<file path="src/rtl/tf_stage_sequencer.sv">
// rtl/tf_stage_sequencer.sv - twiddle-factor BRAM read sequencer for a multi-stage FFT frame
// Issues 2^bram_tf_addr_len strided reads per stage, with drain gaps between stages.
module tf_stage_sequencer #(
  parameter int stage_num        = 12,
  parameter int bram_tf_addr_len = 11,
  parameter int gap_cyc          = 4
) (
  input  logic                        clk,
  input  logic                        rst,
  input  logic                        start,
  input  logic                        abort,
  input  logic                        stall,
  output logic                        tf_en,
  output logic [bram_tf_addr_len-1:0] tf_addr,
  output logic                        tf_valid,
  output logic [3:0]                  tf_stage,
  output logic                        busy,
  output logic                        done
);

  localparam int gw = (gap_cyc < 2) ? 1 : $clog2(gap_cyc);

  localparam logic [gw-1:0]               gap_last   = gw'(gap_cyc - 1);
  localparam logic [gw-1:0]               gap_one    = gw'(1);
  localparam logic [3:0]                  stage_last = 4'(stage_num - 1);
  localparam logic [bram_tf_addr_len-1:0] k_last     = '1;
  localparam logic [bram_tf_addr_len-1:0] k_one      = bram_tf_addr_len'(1);

  typedef enum logic [1:0] {IDLE, RUN, GAP, LAST} state_t;

  state_t                        state, state_n;
  logic [bram_tf_addr_len-1:0]   k, k_n, addr_n;
  logic [3:0]                    stage, stage_n;
  logic [gw-1:0]                 gcnt, gcnt_n;
  logic                          en_n;

  always_ff @(posedge clk or posedge rst) begin
    if (rst) begin
      state    <= IDLE;
      k        <= '0;
      stage    <= '0;
      gcnt     <= '0;
      tf_en    <= 1'b0;
      tf_addr  <= '0;
      tf_valid <= 1'b0;
      done     <= 1'b0;
    end else begin
      state    <= state_n;
      k        <= k_n;
      stage    <= stage_n;
      gcnt     <= gcnt_n;
      tf_en    <= en_n;
      tf_addr  <= addr_n;
      tf_valid <= tf_en;
      // Lines up with tf_valid of the final read; an abort in LAST suppresses it.
      done     <= (state == LAST) && !abort;
    end
  end

  always_comb begin
    state_n = state;
    k_n     = k;
    stage_n = stage;
    gcnt_n  = gcnt;
    en_n    = 1'b0;
    addr_n  = tf_addr;
    if (abort) begin
      state_n = IDLE;
      gcnt_n  = '0;
    end else begin
      case (state)
        IDLE: begin
          if (start) begin
            state_n = RUN;
            k_n     = '0;
            stage_n = '0;
            gcnt_n  = '0;
          end
        end
        RUN: begin
          if (!stall) begin
            en_n   = 1'b1;
            // Stride doubles each stage; bits shifted past the address width drop out.
            addr_n = k << stage;
            k_n    = k + k_one;
            if (k == k_last) begin
              state_n = (stage == stage_last) ? LAST : GAP;
            end
          end
        end
        GAP: begin
          if (gcnt == gap_last) begin
            gcnt_n  = '0;
            stage_n = stage + 4'd1;
            state_n = RUN;
          end else begin
            gcnt_n = gcnt + gap_one;
          end
        end
        LAST: begin
          state_n = IDLE;
        end
        default: begin
          state_n = IDLE;
        end
      endcase
    end
  end

  assign busy     = (state != IDLE);
  assign tf_stage = stage;

endmodule

</file>
<file path="config.mk">
export PLATFORM = sky130hd
export DESIGN_NAME = tf_stage_sequencer
export DESIGN_NICKNAME = d
export VERILOG_FILES = /design/src/rtl/tf_stage_sequencer.sv
export SDC_FILE = /design/constraint.sdc
export NUM_CORES = 1
export LEC_CHECK = 0
export ABC_CLOCK_PERIOD_IN_PS = 3100
export BUFFER_PORTS_ARGS = -buffer_cell sky130_fd_sc_hd__buf_2
export CAP_MARGIN = 20
export CORE_ASPECT_RATIO = 0.9
export CORE_MARGIN = 2
export CORE_UTILIZATION = 48
export CTS_CLUSTER_DIAMETER = 200
export DETAILED_ROUTE_END_ITERATION = 8
export PLACE_DENSITY = 0.68
export SLEW_MARGIN = 30
export SYNTH_ARGS = -nofsm -noshare
export SYNTH_HDL_FRONTEND = slang
export SYNTH_SLANG_ARGS = --single-unit
</file>
<file path="constraint.sdc">
create_clock -name clk -period 3.1 [get_ports clk]
set_input_delay 0.31 -clock clk [delete_from_list [all_inputs] [get_ports clk]]
set_output_delay 0.31 -clock clk [all_outputs]
set_load 0.01 [all_outputs]
</file>
* After elaboration in Yosys (flattened, before gate mapping) *
Cells that the tools add are included.

cells by class
  add/sub/neg operators = 3
  multipliers = 0
  div/mod/pow operators = 0
  magnitude comparators = 0
  equality and inequality tests = 13
  shift operators = 1
  multiplexer cells = 20
  bitwise logic cells = 2
  reductions and logical operators = 12

operator list
  operator                                       number
  2-to-1 mux 11 bit                              2
  case mux 11 bit (2 select lines)               1
  2-to-1 mux 2 bit                               8
  != test 3 bit, second input constant           4
  AND reduction 4 bit                            3
  adder 11 x 1 -> 11 bit, second input constant  1
  == test 11 bit, second input constant          1
  << shifter 11 x 4 -> 11 bit                    1
  2-to-1 mux 4 bit                               2
  case mux 2 bit (4 select lines)                1
  case mux 4 bit (2 select lines)                1
  == test 2 bit, second input constant           3
  != test 2 bit, second input constant           3
  nonzero test 2 bit                             3
  adder 4 x 1 -> 4 bit, second input constant    1
  == test 4 bit, second input constant           1
  2-to-1 mux 1 bit                               4
  case mux 2 bit (2 select lines)                1
  AND reduction 3 bit                            1
  nonzero test 3 bit                             1
  adder 2 x 1 -> 2 bit, second input constant    1
  == test 2 x 1 -> 1 bit, second input constant  1
  zero test 2 bit                                1
  NOT 1 bit                                      2
  3 further kinds                                3

word-level totals
  flip-flop bits (word level) = 33
  bits in latches = 0
  bits in writable memories = 0
  bits in read-only memories = 0
  output and inout bits = 19
  word-level logic and storage cells = 59
  memories = 0

* Logic depth before layout (Yosys ltp) *
Gate-level depths: netlist of the first run.

  word-level depth = 6
  depth in mapped cells = 6
  gate-level depth less buffers = 5

* Worst setup path after synthesis of the first run *
OpenSTA, ideal clock, no wires.

  kind = reg-to-reg
  from = reg state[1]
  to = reg k[6]
  arrival time = 1.521 ns
  data required time = 3.022 ns
  slack = 1.501 ns
  stages on the path, launching flop included = 7
  buffers on the path = 2
  clock period less this slack = 1.599 ns
  cells stage by stage = dfrtp_1 or2_1 buf_2 a21o_1 buf_6 or4_1 a21oi_1

between the ends
  cells in the longest elaborated chain, start to end = 3

RTL lines
  element                                                                      RTL line  RTL
  start: declaration                                                           31        state_t state, state_n;
  start signal: assignment                                                     48        state <= state_n;
  == test 2 x 1 -> 1 bit / zero test 2 bit (equally long branches)             71        case (state)
  != test 2 bit (no source line) / nonzero test 2 bit (equally long branches)  --
  AND reduction 4 bit (no source line)                                         --
  end signal: assignment                                                       49        k <= k_n;
  end: declaration                                                             32        logic [bram_tf_addr_len-1:0] k, k_n, addr_n;

Parallel ways exist; a longest one is shown, timed or not.
A chain may end at the register's enable or synchronous reset.

* Worst setup path in the final report of the first run *
  from = reg state[0]
  to = reg tf_addr[1]

between the ends
  cells in the longest elaborated chain, start to end = 2

RTL lines
  element                               RTL line  RTL
  == test 2 x 1 -> 1 bit                71
  AND reduction 3 bit (no source line)  --
  end signal: assignment                53        tf_addr <= addr_n;
  end: declaration                      14        output logic [bram_tf_addr_len-1:0] tf_addr,

Every way passes these cells.

==> results.sh, run 1 <==
export IMPL_r2r_end="tf_addr[1]"
export IMPL_gp_congestion=0.817
export IMPL_area_growth_pct=10.4
export IMPL_synth_nets=215
export IMPL_grt_use_met3=0.0591
export IMPL_worstPathCellList="or4b_1, or3_1, o31ai_2"
export IMPL_die_y_um=64.8
export IMPL_synth_most_common_cell="dfrtp_1"
export IMPL_drt_wl_total_um=4050
export IMPL_grt_pass1_vias=1509
export IMPL_layout_nets=230
export IMPL_drive_gt1_frac=0.202
export IMPL_viasPerCell=5.86
export IMPL_root_buffer="clkbuf_8"
export IMPL_hold_buffers=0
export IMPL_routedWlPerCell_um=14.9
export IMPL_grt_use_total=0.202
export IMPL_slew_headroom=0.557
export IMPL_r2r_start="state[0]"
export IMPL_ys_top_cells_by_count="33 x dfrtp_1, 24 x nand2_1, 14 x nor2_1"
export IMPL_synth_cell_types=47
export IMPL_fin_util=0.541
export IMPL_vdd_drop_max_mv=0.245
export IMPL_fin_skew_ns=0.00290
export IMPL_start_util=0.490
export IMPL_p_leak_nw=0.936
export IMPL_numCtsBuffers=5
export IMPL_route_vias_total=1588
export IMPL_ys_seq_area_frac=0.419
export IMPL_clkTransAtPathRegs_ns=0.07
export IMPL_ctsLongestPathBuffers=2
export IMPL_drc_errors=0
export IMPL_drtIter0Drc=126
export IMPL_diodes=0
export IMPL_drv_cap=0
export IMPL_portBuffers=23
export IMPL_ioPinCount=24
export IMPL_maxSlewViolCount=0
export IMPL_grt_max_degree=34
export IMPL_clk_insertion_delay_late_ns=0.29
export IMPL_core_area_um2=4020
export IMPL_status="complete, no violations"
export IMPL_rsz0062_at_grt="no"
export IMPL_fmax_ghz=0.455
export IMPL_grt_overflow_total=0
export IMPL_cpMaxStageDelayCell="or4b_1"
export IMPL_synth_largest_area_cell="dfrtp_1"
export IMPL_cp_end_kind="flip-flop"
export IMPL_dpl_hpwl_um=2810
export IMPL_synth_edf_count=0
export IMPL_yosys_warnings=0
export IMPL_min_path_type="input pin to asynchronous set/reset pin"
export IMPL_post_cts_setup_buffers=0
export IMPL_dieArea_um2=4630
export IMPL_required_ns=3.30
export IMPL_grt_met2_usage=0.294
export IMPL_htreeDepth=2
export IMPL_avgSynthCellArea_um2=9.52
export IMPL_synth_top_area_frac=0.419
export IMPL_min_period_over_period=0.710
export IMPL_grt_pass1_wl_um=7270
export IMPL_setup_violations_final=0
export IMPL_synth_cells=207
export IMPL_dr_pass1_iters=4
export IMPL_synth_main_ff_cell="dfrtp_1"
export IMPL_met1_usage=0.294
export IMPL_critPathArrivalTime_ns=2.40
export IMPL_hold_viol=0
export IMPL_gr_max_usage_layer="met1"
export IMPL_ys_ff_latch=33
export IMPL_cp_max_fo=21
export IMPL_n_fill_cell=385
export IMPL_cpPeakStageDelay_ns=0.80
export IMPL_setup_tns_ns=0
export IMPL_fin_crit_ns=2.20
export IMPL_die_w_um=71.5
export IMPL_synthArstFlopShare=1.00
export IMPL_ff2ff_setup_slack_ns=0.90
export IMPL_worst_path_buf_inv=0
export IMPL_tritoncts="done"
export IMPL_startpoint_type="flip-flop"
export IMPL_netlist_area_um2=1970
export IMPL_rows=22
export IMPL_antenna_found_initial=0
export IMPL_tightestPinTransition_ns=0.665
export IMPL_power_density_nw_per_um2=422
export IMPL_clock_sink_count=33
export IMPL_ctsResizeCount=0
export IMPL_cpLargestDelayFamily="simple AND/OR/NAND/NOR gates"
export IMPL_r2r_cells=3
export IMPL_synth_area_leaders="dfrtp_1 42%, mux2i_1 4.6%, nand2_1 4.6%"
export IMPL_antenna_left=0
export IMPL_criticalPathCategory="flip-flop to flip-flop"
worst max-delay path by stage:
stage                  start          to  slack, ns  cells after the start
floorplan           state[1]        k[6]       1.50                      6
global placement    state[0]  tf_addr[1]       0.93                      3
detailed placement  state[0]  tf_addr[3]       0.92                      3
CTS                 state[0]  tf_addr[3]       0.90                      3
global route        state[0]  tf_addr[1]       0.73                      3
finish              state[0]  tf_addr[1]       0.90                      3
power breakdown:
part | internal, mW | switching, mW
Sequential | 0.448 | 0.0205
Combinational | 0.0371 | 0.0567
Clock | 0.200 | 0.155
Total | 0.686 | 0.232
kinds of logic after synthesis:
| group | Yosys count | synth area share |
|---|---|---|
| muxes | 16 | 0.103 |
| buffers and inverters | 22 | 0.0533 |
| AOI/OAI and AO/OA | 48 | 0.171 |
| xor gates and xnor gates | 6 | 0.0267 |
| adders and majority gates | 3 | 0.0190 |
| and+or+nand+nor | 79 | 0.208 |
| DFF | 33 | 0.419 |
sequential cells by signal, summed over array words and instances (netlist names):
| register | flops |
|---|---|
| tf_valid | 1 |
| tf_stage | 4 |
| tf_en | 1 |
| k | 11 |
| state | 2 |
| done | 1 |
| tf_addr | 11 |
| gcnt | 2 |
final cells by class:
type                       count  area, um^2  share of cell area
clock buffer                   7        96.3              0.0443
clock inverter                 1        5.00             0.00230
inverter                       5        18.8             0.00863
multi-input combinational    152        1040               0.478
sequential                    33         826               0.380
tap                           48        60.1              0.0276
timing repair buffer          25         130              0.0598
cell usage in the layout, fill, tap and decap left out, types with 3 or more instances in the layout:
master,n
a21oi_1,6
nand2_1,24
mux2i_1,9
nor2b_1,6
o31ai_1,8
nand3b_1,4
nor3b_1,3
dfrtp_1,33
nor3_1,3
xnor2_1,6
inv_1,5
mux4_2,3
or3_1,3
ha_1,3
clkbuf_8,7
nor2_1,14
o21ai_0,13
nand2b_1,3
buf_2,23
or2_2,3
mux2_2,4
a22oi_1,3
nand3_1,6
metrics by stage:
step / instances / hold slack, ns / power, mW / setup WS (ns) / instance area, um^2
after floorplan: 207 / 0.416 / 0.541 / 1.50 / 1970
after global placement: 263 / 0.357 / 0.571 / 0.927 / 2070
after detailed placement: 263 / 0.360 / 0.571 / 0.918 / 2070
after CTS: 271 / 0.118 / 0.930 / 0.904 / 2180
after global routing: 271 / 0.151 / 0.966 / 0.733 / 2180
final: 271 / 0.105 / 0.918 / 0.900 / 2180
worst reg2reg max path, stage by stage (launching register included):
cell     delay [ns]
dfrtp_1        0.65
or4b_1         0.81
or3_1          0.47
o31ai_2        0.18
per-layer routing:
layer / part of all wire / routed length (um) / vias to the layer above
met1: 0.52 / 2110 / 756
met4: 0.0094 / 38 / 0
met5: 0 / 0 / -
li1: - / - / 784
met2: 0.41 / 1680 / 43
met3: 0.055 / 221 / 5
(Power assumes the default switching activity.)
==> run 2: changes to the inputs <==
Settings changed: ABC_CLOCK_PERIOD_IN_PS 3100 to 1900, PLACE_DENSITY 0.68 to 0.7.
Clock period 3.1 ns to 1.9 ns, I/O delays scaled along.
==> results.sh, run 2 (synthesized netlist as in run 1, its figures left out) <==
export IMPL_dr_pass1_iters=4
export IMPL_p_switching_mw=0.376
export IMPL_fin_skew_ns=0.00798
export IMPL_cp_max_fo=8
export IMPL_criticalPathCategory="flip-flop to flip-flop"
export IMPL_drive_gt1_frac=0.242
export IMPL_hold_viol=18
export IMPL_grt_pass1_wl_um=7170
export IMPL_p_leak_nw=0.987
export IMPL_diodes=0
export IMPL_maxSlewViolCount=0
export IMPL_antenna_left=0
export IMPL_min_path_type="input pin to asynchronous set/reset pin"
export IMPL_portBuffers=23
export IMPL_violations="hold timing"
export IMPL_setup_violations_final=0
export IMPL_cpPeakStageDelay_ns=0.68
export IMPL_critPathArrivalTime_ns=1.95
export IMPL_required_ns=2.09
export IMPL_post_cts_setup_buffers=0
export IMPL_dp_slack_ns=0.131
export IMPL_fin_util=0.561
export IMPL_final_common_cell="dfrtp_1"
export IMPL_rows=22
export IMPL_htreeDepth=2
export IMPL_ctsResizeCount=0
export IMPL_power_density_nw_per_um2=639
export IMPL_viasPerCell=5.74
export IMPL_setup_tns_ns=0
export IMPL_setup_ws_ns=0.134
export IMPL_netSwitchingFraction=0.261
export IMPL_min_period_over_period=0.930
export IMPL_root_buffer="clkbuf_8"
export IMPL_tightestPinTransition_ns=0.517
export IMPL_fmax_ghz=0.566
export IMPL_worst_path_buf_inv=0
export IMPL_p_int_mw=1.07
export IMPL_ctsLongestPathBuffers=2
export IMPL_cpLargestDelayFamily="simple AND/OR/NAND/NOR gates"
export IMPL_holdWs_ns=-0.0129
export IMPL_dpl_hpwl_um=2990
export IMPL_fin_crit_ns=1.77
export IMPL_startpoint_type="flip-flop"
export IMPL_die_w_um=71.5
export IMPL_numCtsBuffers=5
export IMPL_routedWlPerCell_um=14.5
export IMPL_clkTransAtPathRegs_ns=0.07
export IMPL_drt_wl_total_um=4130
export IMPL_drtIter0Drc=117
export IMPL_grt_max_degree=34
export IMPL_layout_nets=243
export IMPL_rsz0062_at_grt="no"
export IMPL_drc_errors=0
export IMPL_antenna_found_initial=0
export IMPL_grt_pass1_vias=1534
export IMPL_hold_buffers=0
export IMPL_power_frac_clock=0.350
export IMPL_drv_cap=0
export IMPL_grt_overflow_total=0
export IMPL_dieArea_um2=4630
export IMPL_die_y_um=64.8
export IMPL_status="finished, violations left"
export IMPL_tritoncts="done"
export IMPL_cpMaxStageDelayCell="or4b_1"
export IMPL_grt_use_total=0.196
export IMPL_ioPinCount=24
export IMPL_clock_sink_count=33
export IMPL_start_util=0.490
export IMPL_final_cell_mix="33 x dfrtp_1, 24 x nand2_1, 23 x buf_2"
export IMPL_area_growth_pct=14.5
export IMPL_clk_insertion_delay_late_ns=0.28
export IMPL_cp_end_kind="flip-flop"
export IMPL_combPwrFrac=0.122
export IMPL_pwr_share_seq=0.527
export IMPL_vdd_drop_max_mv=0.488
export IMPL_route_vias_total=1630
export IMPL_worstPathCellList="or4b_1, or3_1, o31ai_2"
export IMPL_core_area_um2=4020
export IMPL_slew_headroom=0.646
export IMPL_p_total_mw=1.44
export IMPL_gp_congestion=0.793
-- run 2: cell count changes in the layout (fill, tap and decap cells not counted), sizes merged --
cell    change
clkinv      -1
clkbuf      +1
buf        +13
-- run 2: power groups by stage --
stage,sequential (mW),clock (mW),combinational (mW)
finish,0.760,0.505,0.177
global route,0.763,0.538,0.202
CTS,0.760,0.523,0.177
detailed placement,0.773,0,0.177
global placement,0.774,0,0.173
floorplan,0.776,0,0.106
-- run 2: worst reg2reg max path, cell delays in order (launching register included) --
cell and delay, ns:
dfrtp_1 0.39, or4b_1 0.68, or3_1 0.41, o31ai_2 0.20
-- run 2: cell type report --
class | count | area [um^2]
Clock buffer | 8 | 80.1
Fill cell | 366 | 1760
Inverter | 5 | 18.8
Multi-Input combinational cell | 152 | 1040
Sequential cell | 33 | 826
Tap cell | 48 | 60.1
Timing Repair Buffer | 38 | 228
-- run 2: metal layers --
metal,up-vias,wire (um),track usage
met4,0,48,0.0613
li1,814,-,-
met2,48,1790,0.295
met3,6,198,0.0467
met1,762,2090,0.278
met5,-,0,0
-- run 2: path summary, 6_finish.rpt --
path,start,endpoint,slack (ns),depth (start not counted)
min in group clk,stall,state[1],0.25,3
max in group asynchronous,rst,tf_addr[7],1.60,3
hold reg to reg,tf_en,tf_valid,0.37,0
hold / removal,rst,tf_addr[9],-0.01,3
setup reg to reg,state[1],tf_addr[1],0.13,3
setup / recovery,state[1],tf_addr[1],0.13,3
-- run 2: through the flow --
stage / std cells / hold slack, ns / cell area [um^2]
4_1_cts: 284 / 0.00123 / 2250
2_1_floorplan: 207 / 0.319 / 1970
6_report: 284 / -0.0129 / 2260
5_1_grt: 284 / 0.0302 / 2260
3_3_place_gp: 276 / 0.303 / 2170
3_5_place_dp: 276 / 0.311 / 2170
